### src/rtl/morse_pkg.sv
// Shared types and constants for the Morse letter display scheduler.
package morse_pkg;

   localparam int unsigned LETTER_W = 5;
   localparam logic [LETTER_W-1:0] LETTER_MAX   = 5'd25;
   localparam logic [LETTER_W-1:0] LETTER_BLANK = 5'd31;

   typedef enum logic [1:0] {
      IDLE,
      SHOW,
      GAP
   } disp_state_e;

   typedef enum logic {
      REQ_KEY,
      REQ_DEMO
   } req_id_e;

   function automatic int unsigned max_u(input int unsigned a, input int unsigned b);
      return (a > b) ? a : b;
   endfunction

endpackage

### src/rtl/morse_letter_fifo.sv
// Synchronous letter FIFO; push is ignored when full, pop when empty. No bypass.
module morse_letter_fifo #(
   parameter int unsigned FIFO_DEPTH = 4,
   parameter int unsigned LETTER_W   = 5
) (
   input  logic                          clk,
   input  logic                          rst,
   input  logic                          push_i,
   input  logic [LETTER_W-1:0]           data_i,
   input  logic                          pop_i,
   output logic [LETTER_W-1:0]           data_o,
   output logic                          full_o,
   output logic                          empty_o,
   output logic [$clog2(FIFO_DEPTH):0]   count_o
);

   localparam int unsigned AddrW = $clog2(FIFO_DEPTH);
   localparam int unsigned CntW  = AddrW + 1;

   logic [LETTER_W-1:0] mem_q [FIFO_DEPTH];
   logic [AddrW-1:0]    wr_ptr_q, wr_ptr_d;
   logic [AddrW-1:0]    rd_ptr_q, rd_ptr_d;
   logic [CntW-1:0]     count_q, count_d;
   logic                do_push, do_pop;

   always_comb begin
      do_push  = push_i && !full_o;
      do_pop   = pop_i && !empty_o;
      wr_ptr_d = do_push ? wr_ptr_q + AddrW'(1) : wr_ptr_q;
      rd_ptr_d = do_pop  ? rd_ptr_q + AddrW'(1) : rd_ptr_q;
      count_d  = count_q + CntW'(do_push) - CntW'(do_pop);
   end

   always_ff @(posedge clk) begin
      if (rst) begin
         wr_ptr_q <= '0;
         rd_ptr_q <= '0;
         count_q  <= '0;
      end else begin
         wr_ptr_q <= wr_ptr_d;
         rd_ptr_q <= rd_ptr_d;
         count_q  <= count_d;
      end
   end

   always_ff @(posedge clk) begin
      if (do_push) begin
         mem_q[wr_ptr_q] <= data_i;
      end
   end

   assign data_o  = mem_q[rd_ptr_q];
   assign full_o  = (count_q == CntW'(FIFO_DEPTH));
   assign empty_o = (count_q == '0);
   assign count_o = count_q;

endmodule

### src/rtl/morse_display_sched.sv
// Arbitrates keyer/demo letters into a FIFO and paces them onto the display
// with a fixed hold time followed by a blank gap.
module morse_display_sched
   import morse_pkg::*;
#(
   parameter int unsigned HOLD_CYCLES = 1000,
   parameter int unsigned GAP_CYCLES  = 200,
   parameter int unsigned FIFO_DEPTH  = 4
) (
   input  logic                          clk,
   input  logic                          rst,
   input  logic                          key_valid_i,
   input  logic [LETTER_W-1:0]           key_letter_i,
   output logic                          key_ready_o,
   input  logic                          demo_valid_i,
   input  logic [LETTER_W-1:0]           demo_letter_i,
   output logic                          demo_ready_o,
   input  logic                          enable_i,
   output logic [LETTER_W-1:0]           letter_o,
   output logic                          show_o,
   output logic                          busy_o,
   output logic [$clog2(FIFO_DEPTH):0]   count_o,
   output logic                          err_o
);

   localparam int unsigned CntW     = $clog2(FIFO_DEPTH) + 1;
   localparam int unsigned TimerMax = max_u(HOLD_CYCLES, GAP_CYCLES);
   localparam int unsigned TimerRaw = $clog2(TimerMax);
   localparam int unsigned TimerW   = (TimerRaw == 0) ? 1 : TimerRaw;

   disp_state_e         state_q, state_d;
   logic [TimerW-1:0]   timer_q, timer_d;
   logic [LETTER_W-1:0] letter_q, letter_d;
   logic                show_q, show_d;
   logic                busy_q, busy_d;
   logic                err_q, err_d;
   req_id_e             rr_last_q, rr_last_d;

   logic                fifo_full, fifo_empty;
   logic [CntW-1:0]     fifo_count, fifo_count_nxt;
   logic [LETTER_W-1:0] fifo_head;
   logic                push, pop, accept;
   logic [LETTER_W-1:0] acc_letter;

   // Round-robin only matters on a tie: the side not granted last wins.
   always_comb begin
      key_ready_o  = !fifo_full && key_valid_i && (!demo_valid_i || rr_last_q == REQ_DEMO);
      demo_ready_o = !fifo_full && demo_valid_i && (!key_valid_i || rr_last_q == REQ_KEY);
      accept       = key_ready_o || demo_ready_o;
      acc_letter   = key_ready_o ? key_letter_i : demo_letter_i;
      push         = accept && (acc_letter <= LETTER_MAX);
      err_d        = accept && (acc_letter > LETTER_MAX);
      rr_last_d    = rr_last_q;
      if (accept) begin
         rr_last_d = key_ready_o ? REQ_KEY : REQ_DEMO;
      end
   end

   always_comb begin
      state_d  = state_q;
      timer_d  = timer_q;
      letter_d = letter_q;
      show_d   = show_q;
      pop      = 1'b0;
      case (state_q)
         IDLE: begin
            if (!fifo_empty && enable_i) begin
               pop      = 1'b1;
               letter_d = fifo_head;
               show_d   = 1'b1;
               timer_d  = TimerW'(HOLD_CYCLES - 1);
               state_d  = SHOW;
            end
         end
         SHOW: begin
            if (timer_q == '0) begin
               letter_d = LETTER_BLANK;
               show_d   = 1'b0;
               timer_d  = TimerW'(GAP_CYCLES - 1);
               state_d  = GAP;
            end else begin
               timer_d = timer_q - TimerW'(1);
            end
         end
         GAP: begin
            if (timer_q == '0) begin
               state_d = IDLE;
            end else begin
               timer_d = timer_q - TimerW'(1);
            end
         end
         default: begin
            state_d  = IDLE;
            letter_d = LETTER_BLANK;
            show_d   = 1'b0;
         end
      endcase
      // busy reflects the state and occupancy that will hold after this edge
      fifo_count_nxt = fifo_count + CntW'(push) - CntW'(pop);
      busy_d         = (state_d != IDLE) || (fifo_count_nxt != '0);
   end

   always_ff @(posedge clk) begin
      if (rst) begin
         state_q   <= IDLE;
         timer_q   <= '0;
         letter_q  <= LETTER_BLANK;
         show_q    <= 1'b0;
         busy_q    <= 1'b0;
         err_q     <= 1'b0;
         rr_last_q <= REQ_DEMO;
      end else begin
         state_q   <= state_d;
         timer_q   <= timer_d;
         letter_q  <= letter_d;
         show_q    <= show_d;
         busy_q    <= busy_d;
         err_q     <= err_d;
         rr_last_q <= rr_last_d;
      end
   end

   morse_letter_fifo #(
      .FIFO_DEPTH (FIFO_DEPTH),
      .LETTER_W   (LETTER_W)
   ) u_fifo (
      .clk     (clk),
      .rst     (rst),
      .push_i  (push),
      .data_i  (acc_letter),
      .pop_i   (pop),
      .data_o  (fifo_head),
      .full_o  (fifo_full),
      .empty_o (fifo_empty),
      .count_o (fifo_count)
   );

   assign letter_o = letter_q;
   assign show_o   = show_q;
   assign busy_o   = busy_q;
   assign err_o    = err_q;
   assign count_o  = fifo_count;

endmodule

### config.mk
export PLATFORM = sky130hd
export DESIGN_NAME = morse_display_sched
export DESIGN_NICKNAME = d
export VERILOG_FILES = /design/src/rtl/morse_pkg.sv /design/src/rtl/morse_letter_fifo.sv /design/src/rtl/morse_display_sched.sv
export SDC_FILE = /design/constraint.sdc
export NUM_CORES = 1
export LEC_CHECK = 0
export CORE_MARGIN = 4
export CORE_UTILIZATION = 61
export DETAILED_ROUTE_END_ITERATION = 8
export PLACE_DENSITY = 0.94
export SLEW_MARGIN = 20
export SYNTH_ARGS = -nofsm -noshare
export SYNTH_HDL_FRONTEND = slang
export SYNTH_HIERARCHICAL = 1
export SYNTH_SLANG_ARGS = --single-unit
### constraint.sdc
create_clock -name clk -period 8.7 [get_ports clk]
set_input_delay 1.74 -clock clk [delete_from_list [all_inputs] [get_ports clk]]
set_output_delay 1.74 -clock clk [all_outputs]
set_load 0.05 [all_outputs]
==> impl_metrics.csv <==
group,metric,value,unit
timing,fmax,0.194,GHz
timing,slew_violations,0,
floorplan,die_y,74.7,um
cts,cts_tree,"built",
placed_design,dp_slack,3540,ps
route,drt_iter0_markers,258,
timing,setup_tns,0,ps
finish,drive_above_1_share,7.67,%
finish,final.fill_count,282,
outcome,status,"finished, final reports clean",
synth,yosys.area.top_type,"dfxtp_1",
floorplan,ios,28,
global_route,gr-total-overflow,0,
synth,synthCells,263,
floorplan,num_rows,23,
timing,relSlewSlack,43.7,%
cts,cts-root-buf,"clkbuf_8",
timing,worst_slack,3540,ps
floorplan,dieWidth,74.7,um
route,viasPerCell,6.33,
finish,area_delta_synth_final,15.2,%
route,post_drt_wl_per_cell,16.7,um
power_and_ir_drop,peakVddDrop,287,uV
floorplan,coreArea,4140,sq um
cts,clock_path_buffers,2,
min_path,hp-class,"reg -> reg",
worst_setup_path,path_max_fanout,6,
synth,synthFlopType,"dfxtp_1",
global_route,grt_max_degree,22,
placed_design,hpwl,4.10,mm
global_route,grt_pass1_wl,9.40,mm
worst_setup_path,critPathArrivalTime,3420,ps
power_and_ir_drop,total_leakage_power,0.00114,uW
timing,max_slew.worst_pin.slew,842,ps
synth,yosysWarnings,6,
global_route,grtUsageTotal,22.2,%
flow_run,drv_cap,0,
synth,ys_seq_elements,50,
timing,rsz0062_at_grt,"no",
cts,clk_latency,310,ps
timing,clock_skew,5.48,ps
timing,finalSetupViolations,0,
global_route,antenna_found_initial,0,
cts,numCtsBuffers,5,
synth,ys_seq_area_share,44.3,%
cts,htree_levels,2,
finish,antenna_cells,0,
power_and_ir_drop,pwr_density_cell,371,nW/um^2
worst_setup_path,critPathCaptureType,"output port",
synth,avgSynthCellArea,10.3,sq um
cts,cts_resized,0,
synth,netlist_area,2710,sq um
cts,path_clk_slew,90,ps
cts,post_cts_buffers,0,
route,ant_nets,0,
placed_design,gp_congestion,0.893,
synth,synth_edf_count,20,
synth,ys_types,57,
synth,syn_nets,293,
timing,period_needed,5160,ps
synth,synth_top_area_share,22.1,%
route,drt_first_pass_iters,4,
synth,async_flop_share,0,%
route,routed_wl,5.62,mm
worst_setup_path,crit_required,6960,ps
worst_setup_path,critical_path_class,"in -> out",
worst_setup_path,cp-start-kind,"primary input",
cts,holdBufCountCts,0,
finish,fin_nets,316,
floorplan,start_util,65.5,%
global_route,grt_pass1_vias,2104,
placed_design,portBuffers,27,
floorplan,dieArea,5580,sq um
timing,hold_viol_final,0,
route,vias,2132,
synth,synth_area_leaders,"dfxtp_1 (22%), edfxtp_1 (22%), ha_1 (6.0%), mux4_2 (4.2%), o21ai_0 (3.3%)",
cts,cts_sinks,50,
timing,period_share,59.3,%
route,drc,0,
## registers in the layout (all words and copies together) (netlist names), named ones only
register	cells
show_o	1
letter_o	5
u_fifo/count_o	3
u_fifo/mem_q	20
state_q	2
rr_last_q	1
timer_q	10
u_fifo/rd_ptr_q	2
u_fifo/wr_ptr_q	2
err_o	1
busy_o	1
## power by group
part           internal [uW]  switching, uW  total (uW)
Clock                    115           79.2         194
Sequential               320           63.6         384
Combinational            230            350         580
## path summary, 6_finish.rpt
path	start	endpoint	slack [ps]	cells after the start
worst min register to register	u_fifo/wr_ptr_q[0]	u_fifo/wr_ptr_q[0]	540	2
worst max-delay path	key_valid_i	key_ready_o	3540	4
worst min-delay path	u_fifo/wr_ptr_q[0]	u_fifo/wr_ptr_q[0]	540	2
worst max register to register	u_fifo/count_o[2]	busy_o	5240	13
## final cells by class
cell class / instances / area (sq um) / area share [%]
multi-input combinational: 182 / 1380 / 44.1
sequential: 50 / 1200 / 38.4
timing repair buffer: 27 / 270 / 8.65
inverter: 20 / 75.1 / 2.40
clock buffer: 5 / 68.8 / 2.20
clock inverter: 3 / 68.8 / 2.20
tap: 50 / 62.6 / 2.00
## through the flow
step,utilization (%),hold slack (ps),cells,total power (uW),area (sq um)
after global routing,75.4,572,337,1240,3120
after floorplan,-,452,263,826,2710
after detailed placement,72.1,519,329,961,2990
after CTS,75.4,537,337,1150,3120
after global placement,72.1,477,329,939,2990
final,75.4,537,337,1160,3120
## synthesized netlist by cell type (all sizes together) (2+ instances only)
cell type,count
dfxtp,30
o21ai,23
edfxtp,20
inv,20
a21oi,17
ha,13
nor2,13
nand2,11
nand3,11
clkbuf,7
and2,6
nor2b,6
nor3,6
and4b,5
mux4,5
nand2b,5
nand3b,5
o41ai,5
a211oi,4
buf,4
a31oi,3
nor4,3
o211ai,3
or3,3
a21o,2
fa,2
nand4,2
o21a,2
o31a,2
o31ai,2
or4,2
xnor2,2
## worst max-delay path: stages
cell	delay (ps)
clkdlybuf4s50_1	520
nand2b_1	150
nor2_1	180
clkdlybuf4s50_1	830
## cell usage in the layout, fill, tap and decap left out, types with 3 or more instances in the layout
cell | netlist | final
o211ai_1 | 3 | 3
and2_1 | 6 | 6
nand2b_1 | 5 | 5
nor3_1 | 4 | 4
mux4_2 | 5 | 5
nand3b_1 | 5 | 5
a211oi_1 | 4 | 4
a31oi_1 | 3 | 3
nor4_1 | 3 | 3
and4b_1 | 5 | 5
o21ai_1 | 5 | 5
nand2_1 | 11 | 11
nor2b_1 | 6 | 6
o41ai_1 | 3 | 3
inv_1 | 20 | 20
or3_1 | 3 | 3
a21oi_1 | 17 | 17
clkdlybuf4s50_1 | 0 | 27
clkbuf_8 | 0 | 5
o21ai_0 | 18 | 18
nand3_1 | 11 | 11
dfxtp_1 | 30 | 30
ha_1 | 13 | 13
nor2_1 | 13 | 13
edfxtp_1 | 20 | 20
## routing by layer
layer / wire length [um] / part of all wire, % / vias up / track usage [%]
li1: - / - / 1031 / -
met1: 2330 / 41 / 1000 / 27.3
met2: 2780 / 49 / 87 / 36.6
met3: 399 / 7.1 / 14 / 5.07
met4: 110 / 2.0 / 0 / 11.3
met5: 0 / 0 / - / 0
## kinds of logic (layout without fill, tap and decap cells)
kind of cell,Yosys count,count (layout),synth area share (%)
DFF,50,50,44.3
buffers and inverters,31,55,4.94
muxes,6,6,4.57
adders and majority gates,15,15,7.47
xor gates and xnor gates,4,4,1.80
AOI/OAI and AO/OA,74,74,18.7
and+or+nand+nor,83,83,18.2
Note: power is estimated with default switching activity, not from simulation.
